[src/rtl/keypad_scanner_pkg.sv]
// Shared keypad scanner types and constants.
// Matrix geometry, debounce states and snapshot helpers.
package keypad_scanner_pkg;

  localparam int KP_ROWS   = 4;
  localparam int KP_COLS   = 4;
  localparam int KP_CODE_W = 4;
  localparam int KP_KEYS   = KP_ROWS * KP_COLS;

  typedef enum logic [1:0] {
    DB_IDLE    = 2'd0,
    DB_CONFIRM = 2'd1,
    DB_ACCEPT  = 2'd2,
    DB_HELD    = 2'd3
  } db_state_e;

  function automatic logic [4:0] kp_popcount(
    input logic [KP_KEYS-1:0] v
  );
    kp_popcount = 5'($countones(v));
  endfunction

  // Index of the highest set bit; only meaningful
  // when exactly one bit is set.
  function automatic logic [KP_CODE_W-1:0] kp_encode(
    input logic [KP_KEYS-1:0] v
  );
    logic [KP_CODE_W-1:0] idx;
    idx = '0;
    for (int i = 0; i < KP_KEYS; i++) begin
      if (v[4'(i)]) idx = 4'(i);
    end
    return idx;
  endfunction

endpackage

[src/rtl/keypad_scanner_sync.sv]
// Per-bit two-stage synchronizer for the row lines.
// Resets to all ones so idle (pulled-up) rows read as released.
module sync_2ff #(
  parameter int W = 4
) (
  input  logic         clk,
  input  logic         rst_n,
  input  logic [W-1:0] d,
  output logic [W-1:0] q
);

  logic [W-1:0] meta;

  // Two flops in series; first may go metastable.
  always_ff @(posedge clk) begin
    if (!rst_n) begin
      meta <= '1;
      q    <= '1;
    end else begin
      meta <= d;
      q    <= meta;
    end
  end

endmodule

[src/rtl/keypad_scanner.sv]
// 4x4 matrix keypad scanner with debounce and
// valid/ready output of one key code per press.
module keypad_scanner
  import keypad_scanner_pkg::*;
#(
  parameter int SCAN_DIV       = 20000,
  parameter int DEBOUNCE_SCANS = 4
) (
  input  logic                 clk,
  input  logic                 rst_n,
  input  logic [KP_ROWS-1:0]   row_in,
  output logic [KP_COLS-1:0]   col_sel,
  output logic [KP_CODE_W-1:0] key_code,
  output logic                 key_valid,
  input  logic                 key_ready,
  output logic                 key_held,
  output logic                 overrun
);

  localparam int DIV_W = $clog2(SCAN_DIV);
  localparam int CNT_W = $clog2(DEBOUNCE_SCANS + 1);

  localparam logic [DIV_W-1:0] DIV_LAST =
    DIV_W'(SCAN_DIV - 1);
  localparam logic [CNT_W-1:0] DB_LAST =
    CNT_W'(DEBOUNCE_SCANS - 1);

  logic [KP_ROWS-1:0]   rows_raw;
  logic [KP_ROWS-1:0]   rows;
  logic [DIV_W-1:0]     div_cnt;
  logic [1:0]           col_idx;
  logic                 col_last;
  logic [KP_KEYS-1:0]   snapshot;
  logic                 scan_done;
  logic [4:0]           pop;
  logic [KP_CODE_W-1:0] code;
  logic                 is_none;
  logic                 is_one;
  db_state_e            state;
  db_state_e            state_n;
  logic [KP_CODE_W-1:0] cand;
  logic [KP_CODE_W-1:0] cand_n;
  logic [CNT_W-1:0]     db_cnt;
  logic [CNT_W-1:0]     db_cnt_n;
  logic                 report;
  logic                 hs;

  sync_2ff #(
    .W (KP_ROWS)
  ) u_sync (
    .clk   (clk),
    .rst_n (rst_n),
    .d     (row_in),
    .q     (rows_raw)
  );

  assign rows     = ~rows_raw;
  assign col_last = (div_cnt == DIV_LAST);
  assign col_sel  = ~(4'b0001 << col_idx);

  // Column dwell counter and column rotator.
  always_ff @(posedge clk) begin
    if (!rst_n) begin
      div_cnt <= '0;
      col_idx <= '0;
    end else if (col_last) begin
      div_cnt <= '0;
      col_idx <= col_idx + 2'd1;
    end else begin
      div_cnt <= div_cnt + DIV_W'(1);
    end
  end

  // Capture rows of the active column on its last
  // cycle; bit index is {row, col} = key code.
  always_ff @(posedge clk) begin
    if (!rst_n) begin
      snapshot  <= '0;
      scan_done <= 1'b0;
    end else begin
      scan_done <= col_last && (col_idx == 2'd3);
      if (col_last) begin
        for (int r = 0; r < KP_ROWS; r++) begin
          snapshot[{2'(r), col_idx}] <= rows[2'(r)];
        end
      end
    end
  end

  // Classify the completed scan.
  always_comb begin
    pop     = kp_popcount(snapshot);
    code    = kp_encode(snapshot);
    is_none = (pop == 5'd0);
    is_one  = (pop == 5'd1);
  end

  // Debounce state register.
  always_ff @(posedge clk) begin
    if (!rst_n) begin
      state  <= DB_IDLE;
      cand   <= '0;
      db_cnt <= '0;
    end else begin
      state  <= state_n;
      cand   <= cand_n;
      db_cnt <= db_cnt_n;
    end
  end

  // Debounce next-state: press and release each
  // need DEBOUNCE_SCANS matching scans.
  always_comb begin
    state_n  = state;
    cand_n   = cand;
    db_cnt_n = db_cnt;
    unique case (state)
      DB_IDLE: begin
        if (scan_done && is_one) begin
          cand_n   = code;
          db_cnt_n = CNT_W'(1);
          if (DEBOUNCE_SCANS == 1)
            state_n = DB_ACCEPT;
          else
            state_n = DB_CONFIRM;
        end
      end
      DB_CONFIRM: begin
        if (scan_done) begin
          if (is_one && (code == cand)) begin
            db_cnt_n = db_cnt + CNT_W'(1);
            if (db_cnt == DB_LAST)
              state_n = DB_ACCEPT;
          end else begin
            db_cnt_n = '0;
            state_n  = DB_IDLE;
          end
        end
      end
      DB_ACCEPT: begin
        db_cnt_n = '0;
        state_n  = DB_HELD;
      end
      DB_HELD: begin
        if (scan_done) begin
          if (!is_none) begin
            db_cnt_n = '0;
          end else if (db_cnt == DB_LAST) begin
            db_cnt_n = '0;
            state_n  = DB_IDLE;
          end else begin
            db_cnt_n = db_cnt + CNT_W'(1);
          end
        end
      end
      default: begin
        db_cnt_n = '0;
        state_n  = DB_IDLE;
      end
    endcase
  end

  assign key_held = (state == DB_HELD);
  assign report   = (state == DB_ACCEPT);
  assign hs       = key_valid && key_ready;

  // Output holding register; a report that finds
  // the slot still full is dropped and flagged.
  always_ff @(posedge clk) begin
    if (!rst_n) begin
      key_code  <= '0;
      key_valid <= 1'b0;
      overrun   <= 1'b0;
    end else if (report && (!key_valid || hs)) begin
      key_code  <= cand;
      key_valid <= 1'b1;
      if (hs) overrun <= 1'b0;
    end else if (report) begin
      overrun <= 1'b1;
    end else if (hs) begin
      key_valid <= 1'b0;
      overrun   <= 1'b0;
    end
  end

endmodule
[config.mk]
export PLATFORM = sky130hd
export DESIGN_NAME = keypad_scanner
export DESIGN_NICKNAME = d
export VERILOG_FILES = /design/src/rtl/keypad_scanner_pkg.sv /design/src/rtl/keypad_scanner_sync.sv /design/src/rtl/keypad_scanner.sv
export SDC_FILE = /design/constraint.sdc
export NUM_CORES = 1
export LEC_CHECK = 0
export BUFFER_PORTS_ARGS = -buffer_cell sky130_fd_sc_hd__buf_2
export CORE_ASPECT_RATIO = 1.4
export CORE_UTILIZATION = 53
export CTS_CLUSTER_SIZE = 8
export DETAILED_ROUTE_END_ITERATION = 8
export HOLD_SLACK_MARGIN = 0.06
export PLACE_DENSITY = 0.83
export SKIP_CTS_REPAIR_TIMING = 1
export SYNTH_ARGS = -nofsm -noshare
export SYNTH_HDL_FRONTEND = slang
export SYNTH_SLANG_ARGS = --single-unit
[constraint.sdc]
create_clock -name clk -period 3.5 [get_ports clk]
set_input_delay 0.525 -clock clk [delete_from_list [all_inputs] [get_ports clk]]
set_output_delay 0.525 -clock clk [all_outputs]
set_load 0.005 [all_outputs]
=== After elaboration in Yosys (flattened, before gate mapping) ===
Cells that the tools add are included.

* Flip-flop bits (word level): 53
* Bits of input ports: 7

* Bitwise operators: 3
* $add $sub $neg: 18
* Multiplexer cells: 40
* $lt $le $gt $ge: 8
* Eq/ne operators: 15
* Reductions and logical operators: 19
* Shifts and indexed selects: 1

{| class="wikitable"
|+ Operator list
! cell !! number
|-
| $bwmux W16 || 4
|-
| $mux W4 || 6
|-
| $mux W3 || 6
|-
| $add A1 B1 Y2 || 8
|-
| $add A15 B1 Y15 const B || 1
|-
| $eq A15 B15 Y1 const B || 1
|-
| $mux W2 || 7
|-
| $add A2 B2 Y3 || 4
|-
| $pmux W3 S4 || 1
|-
| $mux W1 || 11
|-
| $lt A4 B5 Y1 const B || 2
|-
| $logic_and A1 B1 Y1 || 9
|-
| $add A3 B3 Y4 || 2
|-
| $demux W1 S2 || 4
|-
| $ge A4 B1 Y1 const B || 2
|-
| $ne A2 B1 Y1 const B || 4
|-
| $pmux W2 S4 || 1
|-
| $eq A2 B2 Y1 const B || 3
|-
| $reduce_and A6 Y1 || 1
|-
| $add A4 B4 Y5 || 1
|-
| $eq A5 B1 Y1 const B || 1
|-
| $logic_not A5 Y1 || 1
|-
| $lt A2 B5 Y1 const B || 1
|-
| $lt A3 B5 Y1 const B || 1
|-
| 20 further kinds || 22
|}

=== Longest topological paths before layout ===
* Word-level depth: 12
* Gate-level depth with buffers: 13

=== By module ===
From an unflattened synthesis, not the netlist that was laid out.

* Cells, all modules: 252
* Area, all modules: 2319.7 um^2

{| class="wikitable"
|+ By module, submodules not included
! module !! times used !! cells each !! area an instance (um^2)
|-
| keypad_scanner || 1 || 236 || 2109.5
|-
| sync_2ff || 1 || 16 || 210.2
|}

=== Worst setup path after synthesis ===
OpenSTA, ideal clock, no wires.

* Path kind: reg2reg
* Start point: register snapshot[3]
* End point: register cand[0]
* Setup slack: 0.121 ns
* Stages on the path, launching flop included: 13
* Data arrival time: 3.257 ns
* Setup time: 0.122 ns
* Cell sequence: dfxtp_1 -> fa_1 -> ha_1 -> inv_1 -> fa_1 -> inv_1 -> ha_1 -> inv_1 -> fa_1 -> a2111o_1 -> a21oi_4 -> nand3_4 -> o311a_1

* Cells in the longest elaborated chain, start to end: 7

{| class="wikitable"
|+ Ends and longest elaborated chain
! item !! RTL line !! text
|-
| start, declared || keypad_scanner.sv:33 || <nowiki>logic [KP_KEYS-1:0] snapshot;</nowiki>
|-
| start signal, assigned by index || keypad_scanner.sv:84 || <nowiki>snapshot[{2'(r), col_idx}] <= rows[2'(r)];</nowiki>
|-
| $add A1 B1 Y2 (not written as such) || keypad_scanner_pkg.sv:20 || <nowiki>kp_popcount = 5'($countones(v));</nowiki>
|-
| $add A2 B2 Y3 (not written as such) || keypad_scanner_pkg.sv:20 ||
|-
| $add A3 B3 Y4 (not written as such) || keypad_scanner_pkg.sv:20 ||
|-
| $add A4 B4 Y5 (not written as such) || keypad_scanner_pkg.sv:20 ||
|-
| $eq A5 B1 Y1 || keypad_scanner.sv:95 || <nowiki>is_one = (pop == 5'd1);</nowiki>
|-
| $logic_and A1 B1 Y1 || keypad_scanner.sv:119 || <nowiki>if (scan_done && is_one) begin</nowiki>
|-
| $reduce_and A2 Y1 (no source line) || n/a ||
|-
| end signal, assigned || keypad_scanner.sv:106 || <nowiki>cand <= cand_n;</nowiki>
|-
| end, declared || keypad_scanner.sv:41 || <nowiki>logic [KP_CODE_W-1:0] cand;</nowiki>
|}

Parallel ways exist; a longest one is shown, timed or not.
A chain may end at the register's enable or synchronous reset.

=== Worst setup path after layout ===
* Start point: register snapshot[3]
* End point: register db_cnt[0]

* Cells in the longest elaborated chain, start to end: 10

{| class="wikitable"
|+ Ends and longest elaborated chain
! item !! RTL line !! text
|-
| branches (longest 10 deep; another with $add A4 B4 Y5) || n/a ||
|-
| end signal, assigned || keypad_scanner.sv:107 || <nowiki>db_cnt <= db_cnt_n;</nowiki>
|-
| end, declared || keypad_scanner.sv:43 || <nowiki>logic [CNT_W-1:0] db_cnt;</nowiki>
|}

Parallel ways; which one is timed is not known. The select of a mux whose other input is x is not followed.

==> flow_summary.json <==
{
  "r2r_slack_ns": 0.10,
  "vdd_ir_drop_max_mv": 0.3487,
  "dpl.hpwl_um": 2784,
  "cp_cell_sequence": "fa_1 > ha_1 > inv_1 > fa_1 > inv_1 > ha_2 > inv_2 > fa_2 > a2111o_1 > a211o_1 > nor3_2 > a41oi_2 > a21oi_1",
  "synthCells": 250,
  "area_delta_synth_final_pct": 10.78,
  "timing.fmax_mhz": 294.4,
  "pre_cts_ws_ns": -0.08497,
  "clkLatencyLatePin_ns": 0.30,
  "grt_max_degree": 35,
  "numPortBuffers": 14,
  "critPathArrivalTime_ns": 3.63,
  "leakage_nw": 1.101,
  "fp.coreArea_um2": 3986,
  "drt_pre_antenna_iters": 4,
  "die_w_um": 57.08,
  "antenna_left": 0,
  "cp.required_ns": 3.73,
  "whs_ns": 0.4034,
  "holdPathStages": 2,
  "final_cell_mix": "dfxtp_1 (41), inv_1 (23), nor2_1 (22)",
  "relSlewSlack_pct": 61.69,
  "ios": 18,
  "dieHeight_um": 79.11,
  "antenna_cells": 0,
  "grt_antenna_before_repair": 0,
  "cp_slowest_cell": "fa_1",
  "clkSinkCount": 43,
  "ys_warn_count": 0,
  "cts_root_buf": "clkbuf_8",
  "cp-end-kind": "flip-flop",
  "start_util_pct": 56.47,
  "syn_nets": 273,
  "period_minus_slack_ns": 3.396,
  "fin_nets": 291,
  "detail_route.vias_per_cell": 5.344,
  "grt_pass1_wl_um": 6858,
  "powerDensity_nw_per_um2": 357.5,
  "rsz0062_at_grt": "true",
  "synth_ff_type": "dfxtp_1",
  "min-delay-start": "row_in[0]",
  "fillCellCount": 354,
  "path_class": "reg -> reg",
  "numCtsBuffers": 5,
  "r2r-end": "db_cnt[0]$_SDFFE_PN0P_",
  "cp-start-kind": "flip-flop",
  "die-area_um2": 4515,
  "first_iter_violations": 56,
  "layout_commonest_cell": "dfxtp_1",
  "ys_ff_latch": 43,
  "grt_pass1_vias": 1659,
  "worst-path-max-fanout": 4,
  "max-cap-violations": 0,
  "max_stage_delay_ns": 0.54,
  "hold_path.class": "in -> reg",
  "cp_num_buf_inv": 3,
  "clk_pin_slew_worst_paths_ns": 0.09,
  "setup_viol": 0,
  "async_reset_ff_share_pct": 0,
  "outcome": "complete, no violations",
  "whs_endpoint": "u_sync.meta[0]$_SDFF_PN1_",
  "ys_seq_area_share_pct": 38.24,
  "drcViolationCount": 0,
  "htreeDepth": 2,
  "wl_per_cell_um": 12.59,
  "r2r_cells": 13,
  "layout_setup_ws_ns": 0.1037,
  "cts_tree": "done",
  "fin_skew_ns": 0.01279,
  "rows": 27,
  "vias": 1662,
  "syn_area_um2": 2251,
  "synth-edff-count": 0,
  "fin_crit_sh_pct": 97.04,
  "drive_gt1_share_pct": 14.18,
  "tightestPinTransition_ns": 0.5746,
  "grt_usage_pct": 19.67,
  "syn_area_per_cell_um2": 9.004,
  "timing.rr.start": "snapshot[3]$_SDFFE_PN0P_",
  "cts_buffer_depth": 2,
  "overflow": 0,
  "wirelength_um": 3917,
  "synth.distinct_cells": 46,
  "place_congestion": 0.8076,
  "crit_family": "adder cells",
  "maxSlewViolCount": 0,
  "hold_viol": 0
}
[how the worst max path moves through the flow]
stage	startpoint	to	depth (start not counted)
4_1_cts	snapshot[0]$_SDFFE_PN0P_	db_cnt[0]$_SDFFE_PN0P_	13
3_3_place_gp	snapshot[0]$_SDFFE_PN0P_	db_cnt[0]$_SDFFE_PN0P_	13
5_1_grt	snapshot[3]$_SDFFE_PN0P_	db_cnt[1]$_SDFFE_PN0P_	13
6_report	snapshot[3]$_SDFFE_PN0P_	db_cnt[0]$_SDFFE_PN0P_	13
3_5_place_dp	snapshot[0]$_SDFFE_PN0P_	db_cnt[0]$_SDFFE_PN0P_	13
2_1_floorplan	snapshot[3]$_SDFFE_PN0P_	cand[0]$_SDFFE_PN0P_	12
[cells in the mapped netlist, types with 2 or more instances]
master     number  share of area [%]
o21ai_1         2               0.44
xor2_1          4                1.6
nand2b_1       10                2.8
mux2i_1         5                2.2
ha_1           12                6.7
a21oi_1         3               0.67
o211a_1         8                3.6
dfxtp_1        43                 38
and4_1          3                1.2
o211ai_1        2               0.67
fa_1            4                3.6
buf_2           2               0.44
o311a_1         2               0.89
nor2b_1         9                2.5
nand2_1        19                3.2
nand4_1         5                1.4
a211o_1         2               0.78
clkbuf_1        5               0.83
and3_1          2               0.56
and2_1          8                2.2
inv_1          24                4.0
o2111ai_1       2               0.78
nand3_1        14                3.1
xnor2_1        13                5.1
buf_4           2               0.67
nor3_1          4               0.89
nor2_1         22                3.7
[power by group]
part           switching (mW)  internal [mW]  total (mW)
combinational          0.0119        0.00734      0.0192
sequential            0.00388          0.494       0.498
clock                   0.165          0.209       0.375
[worst reg2reg max path, cell delays in order, from the launching register on]
cell and delay [ns]:
dfxtp_2 0.33, fa_1 0.54, ha_1 0.22, inv_1 0.07, fa_1 0.40, inv_1 0.07, ha_2 0.18, inv_2 0.04
fa_2 0.33, a2111o_1 0.35, a211o_1 0.34, nor3_2 0.22, a41oi_2 0.07, a21oi_1 0.17
[per-layer routing]
metal / vias up / GRT usage, % / share of wire (%)
li1: 876 / - / -
met1: 759 / 20.88 / 44
met2: 19 / 36.47 / 52
met3: 8 / 4.072 / 2.4
met4: 0 / 9.024 / 2.0
met5: - / 0 / 0
[flip-flops by register name, indices dropped and copies added, names as in the netlist, named ones only]
name         count
key_valid        1
snapshot         8
db_cnt           3
key_code         3
scan_done        1
u_sync.meta      2
state            1
overrun          1
div_cnt         15
u_sync.q         2
col_idx          2
cand             3
[per-stage QoR]
| step | setup TNS (ns) | instances | utilization [%] | power, mW | cell area, um2 |
|---|---|---|---|---|---|
| floorplan | 0 | 250 | - | 0.5237 | 2251 |
| global placement | 0 | 302 | 59.23 | 0.5281 | 2361 |
| detailed placement | -0.3717 | 302 | 59.23 | 0.5284 | 2361 |
| CTS | -0.6135 | 309 | 61.80 | 0.8995 | 2464 |
| global route | -0.1219 | 311 | 62.55 | 0.9153 | 2494 |
| finish | 0 | 311 | 62.55 | 0.8915 | 2494 |
[layout make-up]
cell class | instances | area, um2 | area share [%]
flip-flops and latches | 43 | 863.3 | 34.62
repair buffers | 20 | 115.1 | 4.616
well taps | 43 | 53.80 | 2.158
inverters | 24 | 90.09 | 3.613
clock buffers | 6 | 72.57 | 2.910
clock inverters | 1 | 30.03 | 1.204
multi-input cells | 174 | 1269 | 50.88
[logic make-up after synthesis]
logic type                 synth area share, %
xor gates and xnor gates                 6.615
other                                   0.1666
and+or+nand+nor                          24.96
AOI/OAI and AO/OA                        11.62
buffers and inverters                    5.948
muxes                                    2.224
adders and majority gates                10.23
DFF                                      38.24
(Power assumes the default switching activity.)
